--- config.mk ---
export PLATFORM = sky130hd
export DESIGN_NAME = cmp_lt_slice_scheduler
export DESIGN_NICKNAME = d
export VERILOG_FILES = /design/src/rtl/cmp_lt_slice_scheduler.sv
export SDC_FILE = /design/constraint.sdc
export NUM_CORES = 1
export LEC_CHECK = 0
export CAP_MARGIN = 40
export CORE_AREA = 2 2 107 109
export CTS_CLUSTER_DIAMETER = 30
export DETAILED_ROUTE_END_ITERATION = 7
export DIE_AREA = 0 0 109 111
export DONT_BUFFER_PORTS = 1
export GPL_TIMING_DRIVEN = 0
export MAX_ROUTING_LAYER = met4
export PLACE_DENSITY = 0.71
export SLEW_MARGIN = 10
export SYNTH_ARGS = -nofsm -noshare
export SYNTH_HDL_FRONTEND = slang
export SYNTH_SLANG_ARGS = --single-unit
--- constraint.sdc ---
create_clock -name clk -period 3.3 [get_ports clk]
set_input_delay 0.66 -clock clk [delete_from_list [all_inputs] [get_ports clk]]
set_output_delay 0.66 -clock clk [all_outputs]
set_load 0.02 [all_outputs]
--- src/rtl/cmp_lt_slice_scheduler.sv ---
// Round-robin shared unsigned less-than comparator.
// One requester is granted at a time. Its operand pair is latched and
// compared SLICE bits per cycle, starting at the MSB slice. The first slice
// that differs ends the comparison early. The lt/eq result is returned
// together with the owning requester index.
//
// Handshake semantics, identical on both ports: a transfer happens on a
// rising edge where valid and ready are both high. A producer holds valid
// and its payload stable until that edge. Ready never depends on a
// transfer happening in the same cycle. On the request side, req_ready is
// one-hot or zero. On the response side, rsp_valid and its payload are held
// until rsp_ready is seen.
module cmp_lt_slice_scheduler #(
    parameter int WIDTH = 32,
    parameter int SLICE = 8,
    parameter int NREQ  = 4,
    parameter int IDW   = 2
) (
    input  logic                  clk,
    input  logic                  rst,
    input  logic [NREQ-1:0]       req_valid,
    output logic [NREQ-1:0]       req_ready,
    input  logic [NREQ*WIDTH-1:0] req_a,
    input  logic [NREQ*WIDTH-1:0] req_b,
    output logic                  rsp_valid,
    input  logic                  rsp_ready,
    output logic                  rsp_lt,
    output logic                  rsp_eq,
    output logic [IDW-1:0]        rsp_id,
    output logic                  busy
);

    localparam int NSLICE = WIDTH / SLICE;
    localparam int SIW    = (NSLICE > 1) ? $clog2(NSLICE) : 1;
    localparam logic [SIW-1:0] LAST_SLICE = SIW'(NSLICE - 1);

    typedef enum logic [1:0] {
        IDLE = 2'd0,
        CMP  = 2'd1,
        RESP = 2'd2
    } state_t;

    // Current and next FSM state. Checkers can bind to these directly.
    state_t state;
    state_t state_d;

    logic [WIDTH-1:0] a_reg;
    logic [WIDTH-1:0] b_reg;
    logic [IDW-1:0]   id_reg;
    logic [IDW-1:0]   rr_ptr;
    logic [SIW-1:0]   slice_idx;
    logic             lt_reg;
    logic             eq_reg;

    logic             grant_found;
    logic [IDW-1:0]   grant_idx;
    logic [IDW:0]     cand;
    logic             accept;
    logic             cmp_done;
    logic [SLICE-1:0] a_slice;
    logic [SLICE-1:0] b_slice;

    // Round-robin pick: first valid requester scanning upward from rr_ptr.
    always_comb begin
        grant_found = 1'b0;
        grant_idx   = '0;
        cand        = '0;
        for (int k = 0; k < NREQ; k++) begin
            cand = {1'b0, rr_ptr} + (IDW + 1)'(k);
            if (cand >= (IDW + 1)'(NREQ)) begin
                cand = cand - (IDW + 1)'(NREQ);
            end
            if (!grant_found && req_valid[cand[IDW-1:0]]) begin
                grant_found = 1'b1;
                grant_idx   = cand[IDW-1:0];
            end
        end
    end

    // The slice currently being compared, selected by slice_idx.
    always_comb begin
        a_slice = a_reg[int'(slice_idx) * SLICE +: SLICE];
        b_slice = b_reg[int'(slice_idx) * SLICE +: SLICE];
    end

    // Next-state logic and the grant strobe. Reset suppresses a grant so
    // no request is consumed on a reset edge.
    always_comb begin
        state_d   = state;
        req_ready = '0;
        accept    = 1'b0;
        cmp_done  = 1'b0;
        case (state)
            IDLE: begin
                if (grant_found && !rst) begin
                    req_ready[grant_idx] = 1'b1;
                    accept               = 1'b1;
                    state_d              = CMP;
                end
            end
            CMP: begin
                if ((a_slice != b_slice) || (slice_idx == '0)) begin
                    cmp_done = 1'b1;
                    state_d  = RESP;
                end
            end
            RESP: begin
                if (rsp_ready) begin
                    state_d = IDLE;
                end
            end
            default: state_d = IDLE;
        endcase
    end

    // FSM state register.
    always_ff @(posedge clk) begin
        if (rst) begin
            state <= IDLE;
        end else begin
            state <= state_d;
        end
    end

    // Operand latch, arbiter pointer, slice walk and result flags.
    always_ff @(posedge clk) begin
        if (rst) begin
            a_reg     <= '0;
            b_reg     <= '0;
            id_reg    <= '0;
            rr_ptr    <= '0;
            slice_idx <= LAST_SLICE;
            lt_reg    <= 1'b0;
            eq_reg    <= 1'b0;
        end else begin
            if (accept) begin
                a_reg     <= req_a[int'(grant_idx) * WIDTH +: WIDTH];
                b_reg     <= req_b[int'(grant_idx) * WIDTH +: WIDTH];
                id_reg    <= grant_idx;
                rr_ptr    <= (grant_idx == IDW'(NREQ - 1)) ? '0 : grant_idx + 1'b1;
                slice_idx <= LAST_SLICE;
            end
            if (state == CMP) begin
                if (cmp_done) begin
                    lt_reg <= (a_slice < b_slice);
                    eq_reg <= (a_slice == b_slice);
                end else begin
                    slice_idx <= slice_idx - 1'b1;
                end
            end
        end
    end

    // Flags are forced low outside RESP so a stale result never leaks out.
    assign rsp_valid = (state == RESP);
    assign rsp_lt    = rsp_valid & lt_reg;
    assign rsp_eq    = rsp_valid & eq_reg;
    assign rsp_id    = id_reg;
    assign busy      = (state != IDLE);

endmodule

==> results of run 1 <==
logic make-up (layout without fill, tap and decap cells):
| group | count (synthesis) | in the layout | synth area share [%] |
|---|---|---|---|
| flip-flops | 74 | 74 | 27.52 |
| AO/OA/AOI/OAI | 216 | 216 | 26.52 |
| buffers and inverters | 77 | 90 | 6.600 |
| other | 0 | 1 | 0 |
| adder cells (fa/ha/maj) | 13 | 13 | 3.021 |
| AND/OR/NAND/NOR | 168 | 168 | 17.76 |
| multiplexers | 80 | 80 | 18.59 |
power by group:
part | total [mW] | switching [mW] | internal (mW)
logic | 1.97 | 1.11 | 0.857
registers | 1.42 | 0.218 | 1.20
clock network | 0.882 | 0.345 | 0.538
cell type report:
type	count	area, µm²
diodes	1	2.502
multi-input cells	477	3561
flip-flops and latches	74	1481
well taps	143	178.9
plain buffers	60	292.8
clock buffers	13	260.3
inverters	17	63.81
fillers	1042	5236
final timing paths:
path,from,end,slack [ps],cells after the start
worst min-delay path,a_reg[22]$_SDFFE_PP0P_,a_reg[22]$_SDFFE_PP0P_,470,2
worst max-delay path,slice_idx[0]$_SDFF_PP1_,lt_reg$_SDFFE_PP0P_,240,9
worst max register to register,slice_idx[0]$_SDFF_PP1_,lt_reg$_SDFFE_PP0P_,240,9
worst min register to register,a_reg[22]$_SDFFE_PP0P_,a_reg[22]$_SDFFE_PP0P_,470,2
per-stage QoR:
stage	hold slack [ps]	cells	area, µm²
final	473.2	785	5841
after global routing	501.2	785	5841
after CTS	469.4	784	5832
after detailed placement	457.5	771	5572
after global placement	452.0	771	5563
after floorplan	437.3	628	5384
placed cells by master, fill, tap and decap left out, drive strengths merged:
cell / netlist / final
a31oi: 1 / 1
o22ai: 1 / 1
a211oi: 4 / 4
nor2: 5 / 5
o31a: 1 / 1
and2: 3 / 3
diode: 0 / 1
a21oi: 10 / 10
a32o: 1 / 1
mux2i: 64 / 64
and3: 6 / 6
nor4: 2 / 2
and4: 1 / 1
nand2: 70 / 70
nor3b: 66 / 66
buf: 15 / 14
a21o: 2 / 2
nor3: 2 / 2
or2: 3 / 3
o21ai: 68 / 68
o21a: 63 / 63
ha: 13 / 13
clkinv: 1 / 1
nand3: 3 / 3
o21bai: 1 / 1
nor2b: 5 / 5
o31ai: 1 / 1
clkbuf: 45 / 59
dfxtp: 74 / 74
mux4: 16 / 16
nand2b: 2 / 2
o211ai: 63 / 63
inv: 16 / 16
metal layers:
metal / GRT usage (%) / vias up / part of all wire, %
li1: - / 2349 / -
met4: 10.77 / 0 / 2.4
met3: 4.703 / 28 / 6.2
met5: - / - / 0
met2: 52.63 / 257 / 51
met1: 34.11 / 2329 / 41
worst reg2reg max path: stages, from the launching register on:
cell and delay (ps):
dfxtp_1 300, buf_2 300, buf_2 390, mux4_2 570
ha_1 310, and4_1 250, nand3_1 110, o21ai_0 380
a21oi_1 110, a32o_1 230
==> flow_summary.toml, run 1 <==
[global_routing]
grt_max_degree = 12
grt_use_total_pct = 30.03
antenna_found_initial = 1
globalRoute.totalOverflow = 0
grt_pass1_wl_um = 26320
grt_pass1_vias = 5086

[detailed_routing]
post_drt_wl_per_cell_um = 22.92
antenna_left = 0
route.detailed.drc = 0
drt-vias-per-instance = 6.322
drtIter0Drc = 312
via_count = 4963
wirelength_um = 17990
first_pass_iters = 6

[place]
dpl.hpwl_um = 14360
portBuffers = 0
pre_cts_ws_ps = 179.4
gp_congestion = 0.9755

[worst_setup_path]
max_stage_delay_ps = 560
crit_chain = "buf_2 -> buf_2 -> mux4_2 -> ha_1 -> and4_1 -> nand3_1 -> o21ai_0 -> a21oi_1 -> a32o_1"
crit_type = "flip-flop to flip-flop"
path_delay_family = "compound AO/OA/AOI/OAI gates"
critPathCaptureType = "flip-flop"
cpMaxStageDelayCell = "mux4_2"
crit_buf_inv = 2
crit_path_start_kind = "flip-flop"
path_common_cell = "buf_2"
worstPathMaxFanout = 10
required_ps = 3520
arrival_ps = 3280

[pwr]
powerDensity_nw_per_um2 = 730.1
p_total_mw = 4.264
irDropWorstVdd_mv = 0.2866
p_leak_nw = 2.229

[final_layout]
syn2layout_area_growth_pct = 8.482
postLayoutCoreUtil_pct = 52.73
nNetsFinal = 915
drive_gt1_share_pct = 7.644

[cts]
clk_path_buf_depth = 2
h-tree-depth = 3
postCtsSetupBuffers = 0
cts_hold_buf = 0
cts_buffers = 9
clk_pin_slew_ps = 50
cts_resized = 0
clk_latency_ps = 330
cts_tree = "done"
clock_sinks = 74
root_buffer = "clkbuf_16"

[timing]
finalSetupViolCount = 0
hold_viol_final = 0
setup_tns_ps = 0
worstMarginPinSlew_ps = 909.2
skew_ps = 3.125
rsz0062_at_grt = "no"
finalCriticalPeriod_ps = 3058
maxSlewViolCount = 0
worst_slack_ps = 241.7
max_freq_ghz = 0.3270
maxSlewHeadroom_pct = 38.87
min_period_over_period_pct = 92.67

[yosys]
syn_nets = 904
syn-instance-count = 628
synth_ff_type = "dfxtp_1"
synth_edf_count = 0
postSynthAreaPerCell_um2 = 8.573
ys_seq_elements = 74
synth_top_area_share_pct = 27.52
synth.most_common_cell = "dfxtp_1"
synth_area_leaders = "dfxtp_1, mux2i_1, nor3b_1"
synth_top_area_cell = "dfxtp_1"
seq_area_frac_synth_pct = 27.52
synth.cells.most_frequent = "dfxtp_1, nand2_1, o21ai_0, nor3b_1, mux2i_1"
syn_area_um2 = 5384
synth_cell_types = 40
synthArstFlopShare_pct = 0
yosysWarnings = 0

[floorplan]
rows = 39
fp.dieArea_um2 = 12100
die_w_um = 109
initial_core_util_pct = 48.60
fp.coreArea_um2 = 11080
die_h_um = 111
io_pins = 273

[hold_path]
holdCritPathClass = "flip-flop to flip-flop"

[run]
cap_violations = 0

[run_status]
status = "completed"
(Power assumes the default switching activity.)
==> run 2, diff against run 1 <==
--- a/config.mk
+++ b/config.mk
@@ -13,7 +13,7 @@
 export DONT_BUFFER_PORTS = 1
 export GPL_TIMING_DRIVEN = 0
 export MAX_ROUTING_LAYER = met4
-export PLACE_DENSITY = 0.71
+export PLACE_DENSITY = 0.62
 export SLEW_MARGIN = 10
 export SYNTH_ARGS = -nofsm -noshare
 export SYNTH_HDL_FRONTEND = slang
==> run 2 against run 1 <==
Clock skew up 4.4 ps. Count of clock-buffer cells in the layout down 2. Combinational power about the same. Utilization up 0.38 points. Critical path depth unchanged. Largest power group unchanged. Sequential share of layout area down 0.18 points. Via count down 1.1%. Register-to-register slack better by 50 ps.
==> flow_summary.toml, run 2 (same netlist as run 1, synthesis figures left out) <==
[run_status]
status = "completed"

[pwr]
irDropWorstVdd_mv = 0.3166
powerDensity_nw_per_um2 = 742.8
p_total_mw = 4.370
p_leak_nw = 2.244

[floorplan]
die_w_um = 109
fp.dieArea_um2 = 12100
fp.coreArea_um2 = 11080
initial_core_util_pct = 48.60
rows = 39
die_h_um = 111
io_pins = 273

[worst_setup_path]
critPathCaptureType = "flip-flop"
crit_path_start_kind = "flip-flop"
worstPathMaxFanout = 10
required_ps = 3530
arrival_ps = 3240
crit_type = "flip-flop to flip-flop"

[final_layout]
drive_gt1_share_pct = 8.230
fillCellCount = 1047
layout_common_cells = "dfxtp_1, nand2_1, o21ai_0"
regArea_um2 = 1481
nNetsFinal = 915
syn2layout_area_growth_pct = 9.273
multi_input_area_um2 = 3561
mostFrequentLayoutCell = "dfxtp_1"
antenna_cells = 0

[detailed_routing]
post_drt_wl_per_cell_um = 22.35
first_pass_iters = 5
drtIter0Drc = 225
drt-vias-per-instance = 6.238
wirelength_um = 17590
route.detailed.drc = 0
via_count = 4909
antenna_left = 0

[cts]
root_buffer = "clkbuf_16"
h-tree-depth = 3
clk_path_buf_depth = 2
cts_tree = "done"
clk_pin_slew_ps = 60
cts_buffers = 9
postCtsSetupBuffers = 0
clock_sinks = 74
clk_latency_ps = 340

[global_routing]
grt_use_total_pct = 29.73
grt_pass1_wl_um = 26260
grt_max_degree = 14
grt_pass1_vias = 5040
globalRoute.totalOverflow = 0
antenna_found_initial = 0

[timing]
maxSlewHeadroom_pct = 43.81
min_period_over_period_pct = 91.13
maxSlewViolCount = 0
worstMarginPinSlew_ps = 835.7
max_freq_ghz = 0.3325
rsz0062_at_grt = "no"
setup_tns_ps = 0
skew_ps = 7.574
worst_slack_ps = 292.8
hold_viol_final = 0
finalSetupViolCount = 0
finalCriticalPeriod_ps = 3007

[place]
gp_congestion = 0.9187
pre_cts_ws_ps = 141.9
portBuffers = 0
dpl.hpwl_um = 13890

[run]
cap_violations = 0

[hold_path]
holdCritPathClass = "flip-flop to flip-flop"
## run 2: changes by cell type in the layout (fill, tap and decap cells not counted), sizes merged
| cell | previous run | this run |
|---|---|---|
| clkbuf | 59 | 57 |
| clkinvlp | 0 | 2 |
| bufinv | 0 | 1 |
| clkinv | 1 | 2 |
| diode | 1 | 0 |
| inv | 16 | 17 |
## run 2: repair_timing
| item | in CTS | in global routing |
|---|---|---|
| setup endpoints to repair | 0 | 4 |
| hold buffers | 0 | 0 |
| resized for setup | 0 | 2 |
## run 2: report_power, final
| part | switching, mW | total, mW | internal [mW] |
|---|---|---|---|
| sequential | 0.209 | 1.41 | 1.20 |
| combinational | 1.10 | 1.95 | 0.856 |
| clock | 0.399 | 1.01 | 0.610 |
| total | 1.71 | 4.37 | 2.66 |
## run 2: final cells by class
| class | count | share of cell area [%] |
|---|---|---|
| buffer | 60 | 4.977 |
| inverter | 17 | 1.085 |
| clock buffer | 11 | 4.126 |
| clock inverter | 5 | 1.063 |
| tap | 143 | 3.041 |
| sequential | 74 | 25.18 |
| multi-input combinational | 477 | 60.53 |
## run 2: worst paths after layout
| path | from | to | slack, ps | depth (start not counted) |
|---|---|---|---|---|
| min | a_reg[15]$_SDFFE_PP0P_ | a_reg[15]$_SDFFE_PP0P_ | 470 | 2 |
| max | slice_idx[0]$_SDFF_PP1_ | lt_reg$_SDFFE_PP0P_ | 290 | 9 |
| max reg2reg | slice_idx[0]$_SDFF_PP1_ | lt_reg$_SDFFE_PP0P_ | 290 | 9 |
| min reg2reg | a_reg[15]$_SDFFE_PP0P_ | a_reg[15]$_SDFFE_PP0P_ | 470 | 2 |
## run 2: worst max-delay path, stage by stage, from the launching register on
cell and delay (ps):
dfxtp_1 300, buf_2 320, buf_2 380, mux4_2 580
ha_1 320, and4_1 230, nand3_1 130, o21ai_0 350
a21oi_1 80, a32o_1 210
## run 2: layer usage
metal / wire, µm / GRT usage, % / vias up
met1: 7456 / 36.01 / 2327
met2: 9019 / 52.51 / 209
li1: - / - / 2357
met3: 948 / 3.527 / 16
met4: 164 / 6.325 / 0
met5: 0 / - / -
## run 2: stage by stage
stage	hold slack, ps	cell area [µm²]	instances	utilization, %
floorplan	437.3	5384	628	-
global placement	449.8	5563	771	50.22
detailed placement	461.2	5572	771	50.30
CTS	476.8	5877	787	53.06
global route	503.0	5883	787	53.11
finish	470.8	5883	787	53.11
==> run 3, diff against run 2 <==
--- a/config.mk
+++ b/config.mk
@@ -7,7 +7,7 @@
 export LEC_CHECK = 0
 export CAP_MARGIN = 40
 export CORE_AREA = 2 2 107 109
-export CTS_CLUSTER_DIAMETER = 30
+export CTS_CLUSTER_DIAMETER = 60
 export DETAILED_ROUTE_END_ITERATION = 7
 export DIE_AREA = 0 0 109 111
 export DONT_BUFFER_PORTS = 1
==> results of run 3 <==
Final layout, timing and power as in run 2 (identical DEF).
